`config.mk`:
```
export PLATFORM = sky130hd
export DESIGN_NAME = pipe_fifo_vr
export DESIGN_NICKNAME = d
export VERILOG_FILES = /design/src/rtl/pipe_pkg.sv /design/src/rtl/pipe_fifo_ptr.sv /design/src/rtl/pipe_fifo_vr.sv
export SDC_FILE = /design/constraint.sdc
export NUM_CORES = 1
export LEC_CHECK = 0
export BUFFER_PORTS_ARGS = -buffer_cell sky130_fd_sc_hd__buf_2
export CAP_MARGIN = 20
export CORE_MARGIN = 1.5
export CORE_UTILIZATION = 45
export DETAILED_ROUTE_END_ITERATION = 6
export PLACE_DENSITY = 0.77
export SLEW_MARGIN = 20
export SYNTH_ARGS = -nofsm -noshare
export SYNTH_HDL_FRONTEND = slang
export SYNTH_SLANG_ARGS = --single-unit
```
`constraint.sdc`:
```
create_clock -name clk -period 3.9 [get_ports clk]
set_clock_uncertainty 0.1 [all_clocks]
set_input_delay 0.78 -clock clk [delete_from_list [all_inputs] [get_ports clk]]
set_output_delay 0.78 -clock clk [all_outputs]
set_load 0.01 [all_outputs]
```
`src/rtl/pipe_pkg.sv`:
```
// Shared definitions for the pipeline FIFO slice: default data width,
// word type and the pointer-width helper (index bits plus one wrap bit).
package pipe_pkg;

  localparam int PIPE_WIDTH = 8;

  typedef logic [PIPE_WIDTH-1:0] pipe_word_t;

  // Pointer carries one extra MSB so full and empty can be told apart.
  function automatic int ptr_width(input int depth);
    return $clog2(depth) + 1;
  endfunction

endpackage

```
`src/rtl/pipe_fifo_ptr.sv`:
```
// FIFO pointer register: advances by one when enabled, wraps naturally
// through its MSB wrap bit, cleared by asynchronous active-low reset.
module pipe_fifo_ptr #(
  parameter int PW = 3
) (
  input  logic          clk,
  input  logic          rst_n,
  input  logic          i_en,
  output logic [PW-1:0] o_ptr
);

  localparam logic [PW-1:0] ONE = 1;

  logic [PW-1:0] r_ptr;

  // Advance on each accepted transfer; modulo wrap gives seamless turnover.
  always_ff @(posedge clk or negedge rst_n) begin
    if (!rst_n) r_ptr <= '0;
    else if (i_en) r_ptr <= r_ptr + ONE;
  end

  assign o_ptr = r_ptr;

endmodule

```
`src/rtl/pipe_fifo_vr.sv`:
```
// First-word-fall-through FIFO with valid/ready on both sides.
// Optional high-water mark register and port enabled by PIPE_FIFO_PEAK_EN.
// All status outputs decode from registered pointers only; in_valid and
// out_ready never reach an output combinationally.
module pipe_fifo_vr
  import pipe_pkg::*;
#(
  parameter int WIDTH = PIPE_WIDTH,
  parameter int DEPTH = 4
) (
  input  logic                   clk,
  input  logic                   rst_n,
  input  logic                   in_valid,
  output logic                   in_ready,
  input  logic [WIDTH-1:0]       in_data,
  output logic                   out_valid,
  input  logic                   out_ready,
  output logic [WIDTH-1:0]       out_data,
  output logic [$clog2(DEPTH):0] count,
  output logic                   full,
  output logic                   empty
`ifdef PIPE_FIFO_PEAK_EN
  ,
  output logic [$clog2(DEPTH):0] peak
`endif
);

  localparam int PW = ptr_width(DEPTH);
  localparam int AW = PW - 1;

  logic [WIDTH-1:0] r_mem [DEPTH];

  logic [PW-1:0] w_wr_ptr;
  logic [PW-1:0] w_rd_ptr;
  logic [PW-1:0] w_count;
  logic          w_full;
  logic          w_empty;
  logic          w_push;
  logic          w_pop;

  assign w_count = w_wr_ptr - w_rd_ptr;
  assign w_empty = (w_wr_ptr == w_rd_ptr);
  assign w_full  = (w_wr_ptr[AW-1:0] == w_rd_ptr[AW-1:0]) &&
                   (w_wr_ptr[AW] != w_rd_ptr[AW]);

  // in_ready is purely !full, so a pop in the same cycle cannot free a slot
  // for the concurrent push; that slot opens on the next cycle.
  assign w_push = in_valid && !w_full;
  assign w_pop  = out_ready && !w_empty;

  pipe_fifo_ptr #(.PW(PW)) u_wr_ptr (
    .clk   (clk),
    .rst_n (rst_n),
    .i_en  (w_push),
    .o_ptr (w_wr_ptr)
  );

  pipe_fifo_ptr #(.PW(PW)) u_rd_ptr (
    .clk   (clk),
    .rst_n (rst_n),
    .i_en  (w_pop),
    .o_ptr (w_rd_ptr)
  );

  // Storage write; contents are intentionally left unreset.
  always_ff @(posedge clk) begin
    if (w_push) r_mem[w_wr_ptr[AW-1:0]] <= in_data;
  end

  assign out_data  = r_mem[w_rd_ptr[AW-1:0]];
  assign out_valid = !w_empty;
  assign in_ready  = !w_full;
  assign full      = w_full;
  assign empty     = w_empty;
  assign count     = w_count;

`ifdef PIPE_FIFO_PEAK_EN
  localparam logic [PW-1:0] ONE = 1;

  logic [PW-1:0] r_peak;
  logic [PW-1:0] w_count_next;

  // Occupancy after this edge, so peak follows count without lag.
  always_comb begin
    w_count_next = w_count;
    if (w_push && !w_pop)      w_count_next = w_count + ONE;
    else if (w_pop && !w_push) w_count_next = w_count - ONE;
  end

  // High-water mark: monotonic until reset.
  always_ff @(posedge clk or negedge rst_n) begin
    if (!rst_n) r_peak <= '0;
    else if (w_count_next > r_peak) r_peak <= w_count_next;
  end

  assign peak = r_peak;
`endif

endmodule

```
Word level (Yosys, flattened, before mapping)
Memory sizes are Yosys's and may differ from the RTL's.
Cells that the tools add are included.
{"block": "totals", "register_bits": 6, "ram_bits": 32, "input_bits": 12, "word_cells": 16, "n_memories": 1}
{"name": "r_mem", "words": 4, "word_bits": 8, "read_ports": 1, "rd_clocked_by_memory_dff": 0, "write_ports": 1, "line_no": "pipe_fifo_vr.sv:31", "text": "logic [WIDTH-1:0] r_mem [DEPTH];"}
{"block": "op_classes", "add_sub_neg": 3, "eq_ne": 3, "muxes": 2, "reduce_logical": 5}
{"op": "3-bit by 1-bit adder with 3-bit output (second input constant)", "n": 2}
{"op": "3-bit == test", "n": 1}
{"op": "1-bit logical AND", "n": 3}
{"op": "3-bit subtractor", "n": 1}
{"op": "2-bit == test", "n": 1}
{"op": "1-bit zero test", "n": 2}
{"op": "1-bit 2-to-1 mux", "n": 2}
{"op": "1-bit != test", "n": 1}

Logic depth before layout (Yosys ltp)
{"block": "logic_depth", "word_depth": 6, "ltp_mapped": 6}

Hierarchy
Synthesis repeated with hierarchy kept, for this count alone.
{"block": "hier_totals", "hier_cells": 86, "area_unflattened_um2": 1592.8}
{"module": "pipe_fifo_vr", "instances": 1, "cells_per_inst": 70, "area_per_inst_um2": 1345.0, "seq_area_each_um2": 960.9}
{"module": "pipe_fifo_ptr", "instances": 2, "cells_per_inst": 8, "area_per_inst_um2": 123.9, "seq_area_each_um2": 75.1}

Worst setup path after synthesis
No wires, ideal clock.
{"block": "synth_timing", "path_kind": "register to output", "from": "register u_rd_ptr.r_ptr[1], in the netlist u_rd_ptr.o_ptr[1]", "to": "output empty", "arrival_ps": 1403, "required_ps": 3020, "setup_slack_ps": 1617, "path_stages_with_launch": 6, "path_buffers": 1, "cell_sequence": "dfrtp_1 > clkbuf_1 > inv_1 > ha_1 > nand3_1 > inv_1"}
{"block": "synth_between", "elab_chain_len": 1}
{"element": "start, declared", "line_no": "pipe_fifo_ptr.sv:14", "text": "logic [PW-1:0] r_ptr;"}
{"element": "start signal, assigned", "line_no": "pipe_fifo_ptr.sv:19", "text": "else if (i_en) r_ptr <= r_ptr + ONE;"}
{"element": "3-bit == test", "line_no": "pipe_fifo_vr.sv:42", "text": "assign w_empty = (w_wr_ptr == w_rd_ptr);"}
{"element": "end, declared", "line_no": "pipe_fifo_vr.sv:21", "text": "output logic empty"}
Every way passes these cells.

Worst setup path in the final report
{"block": "layout_timing", "from": "register u_rd_ptr.r_ptr[0], in the netlist u_rd_ptr.o_ptr[0]", "to": "output count[1]"}
{"block": "layout_between", "elab_chain_len": 1}
{"element": "3-bit subtractor", "line_no": "pipe_fifo_vr.sv:41", "text": "assign w_count = w_wr_ptr - w_rd_ptr;"}
{"element": "end, declared", "line_no": "pipe_fifo_vr.sv:19", "text": "output logic [$clog2(DEPTH):0] count,"}
Every way passes these cells.

==> run metrics <==
Mapped Nets 107; Synth top area share 0.5963; slowest CP cell dfrtp_1; PD cells 815.8 nW/µm²; TritonCTS clock tree yes; first-pass GRT wire length 3967 µm; r2r setup slk 1680 ps; postcts setup bufs 0; Synth Area in Simple Gates 0.03183; HP Class in -> async; DIE HEIGHT 62.85 µm; Final ANT Viol Nets 0; final WL 2441 µm; mux contribution to synthesized area 0.1351; layout cell share with drive strength beyond 1 0.3782; post-synth top area cell edfxtp_1; core area 3390 µm²; Post-Synthesis Cell Area 1612 µm²; largest net degree at the start of global routing 13; Placed Instances 157; Synth Area in Adders 0.06677; Synth Register Bits 38; DR WL/cell 14.79 µm; slew of the pin with the lowest slew margin 636.0 ps; Pre-Repair DR Iteration Count 4; initial drt markers 22; count of cell types in the netlist 20; IO buf count 26; status finished, final reports clean; DRC 0; clock buffer count from CTS 5; nets ~140; via density per instance roughly 5.1; cell count after synthesis 87; Clk pin slew, worst setup/hold paths 100 ps; CP Capture Type output pin; Clock Latency Late Sink ~330 ps; GR Overflow Total 0; YS warnings 0; sequential fraction of the synthesis area 0.6894; most frequent cell after synthesis edfxtp_1; Final Instance Count excl. Fillers 165; IO Pins 27; Worst EP arrival 1970 ps; Fin Setup TNS 0 ps; top cells by area, synth edfxtp_1 (60%), mux4_2 (11%), dfrtp_1 (9.3%); GR Util All Layers 0.1367; H-tree levels 2; diodes inserted 0; Slew headroom 0.5760; area share of xor/xnor cells in the synthesized design 0.02717; post-route minimum period 2855 ps; Die Footprint 3949 µm²; Synth Area in Compound Gates 0.02795; CP Class reg -> out; combinational family with the most area after synthesis multiplexers; initial antenna violation count 0; Filler Cell Count 270; Async S/R FF share, synth 0.1579; clock buffer depth 2; Clock Sink Count 38; worst flop-to-flop path startpoint u_rd_ptr.o_ptr[0]$_DFFE_PN0P_; RSZ-0062 raised after global routing false; worst flop-to-flop path endpoint r_mem[1][0]$_DFFE_PP_; R2R depth 3; Max IR drop VDD 0.7160 mV; number of synthesized flops with an enable pin 32; Hold Fails Final Rpt 0; cts repair resizes 0; CP max FO 11; fin. max-slew vios 0; Die Wd 62.85 µm; Synth top cells by count edfxtp_1 (32), mux4_2 (8), ha_1 (7), inv_1 (7), dfrtp_1 (6); hold buffer count at cts 0; Worst setup SP type flop; number of global-route vias before repair 869; Synth Flop Type edfxtp_1; DP HPWL 1766 µm; # Max-Cap Violations 0; Setup violations, final 0; standard-cell rows 21; gpl congestion around 0.72; CP cell instances ha_1, fa_1, inv_1, buf_2; Final period util 0.7320; required time worst endpoint 3020 ps; syn avg cell area 18.52 µm²; vias 836; leak pwr 0.7259 nW; Critical Path Max Stage Delay 760 ps; Synth-to-Final Area Change 14.44%; root buf cell clkbuf_4; initial core utilization 0.4755; Max Clk Rate 350.3 MHz
sequential cells by signal, indices dropped and copies added (netlist names):
signal / cells
r_mem: 32
u_wr_ptr.o_ptr: 3
u_rd_ptr.o_ptr: 3
layout by cell type (no fill, tap or decap), types with 2 or more instances in the layout:
cell and instances:
edfxtp_1 32, mux2_1 2, buf_2 26, clkbuf_4 5, o21ai_2 2, nand2_1 3
xnor2_1 4, a31oi_1 2, mux4_2 8, dfrtp_1 6, a21oi_1 2, and3_1 4
inv_1 7, ha_1 7
cell families (layout without fill, tap and decap cells):
family	after synthesis	after routing
simple gates	9	9
flops	38	38
buf+inv	9	41
mux	11	11
fa+ha+maj	8	8
xor+xnor	5	5
compound gates	7	7
worst max-delay path: cells and delay by family, from the launching register on:
kind | cells | cell delay, ps
buffers and inverters | 2 | 180
DFF | 1 | 760
adders and majority gates | 2 | 700
area by class of cell:
class | instances | area (µm²) | share of cell area
Clock inverter | 3 | 16.27 | 0.008820
Multi-Input combinational cell | 40 | 465.4 | 0.2524
Tap cell | 46 | 57.56 | 0.03121
Timing Repair Buffer | 26 | 130.1 | 0.07056
Inverter | 7 | 26.28 | 0.01425
Clock buffer | 5 | 37.54 | 0.02035
Sequential cell | 38 | 1111 | 0.6024
power breakdown:
group / switching [W] / internal, W / leakage (nW)
clock: 0.000118 / 0.0000670 / 0.0286
sequential: 0.0000992 / 0.000557 / 0.363
combinational: 0.000344 / 0.000319 / 0.334
total: 0.000561 / 0.000943 / 0.726
routing by layer:
| metal | up-vias | global-route usage | routed length (µm) |
|---|---|---|---|
| li1 | 393 | - | - |
| met1 | 413 | 0.1572 | 971 |
| met2 | 30 | 0.2285 | 1292 |
| met3 | 0 | 0.05586 | 178 |
| met4 | 0 | 0.05278 | 0 |
| met5 | - | 0 | 0 |
worst max path at each step:
stage                                  start       end  slack, ps  cells after the start
6_report       u_rd_ptr.o_ptr[0]$_DFFE_PN0P_  count[1]       1050                      4
5_1_grt        u_rd_ptr.o_ptr[0]$_DFFE_PN0P_  count[1]        890                      4
3_3_place_gp   u_rd_ptr.o_ptr[0]$_DFFE_PN0P_  count[1]       1390                      4
3_5_place_dp   u_rd_ptr.o_ptr[0]$_DFFE_PN0P_  count[1]       1390                      4
4_1_cts        u_rd_ptr.o_ptr[0]$_DFFE_PN0P_  count[1]       1000                      4
2_1_floorplan  u_rd_ptr.o_ptr[1]$_DFFE_PN0P_     empty       1620                      5
per-stage QoR:
| stage | utilization | worst slack (ps) | cell area (µm²) | hold slack (ps) | power [W] |
|---|---|---|---|---|---|
| global route | 0.5441 | 891.5 | 1844 | 133.2 | 0.001610 |
| finish | 0.5441 | 1045 | 1844 | 156.8 | 0.001504 |
| CTS | 0.5441 | 1001 | 1844 | 141.4 | 0.001530 |
| detailed placement | 0.5282 | 1392 | 1790 | 430.1 | 0.001344 |
| global placement | 0.5282 | 1392 | 1790 | 418.8 | 0.001316 |
| floorplan | - | 1617 | 1612 | 384.4 | 0.001113 |
Note: power is estimated with default switching activity, not from simulation.
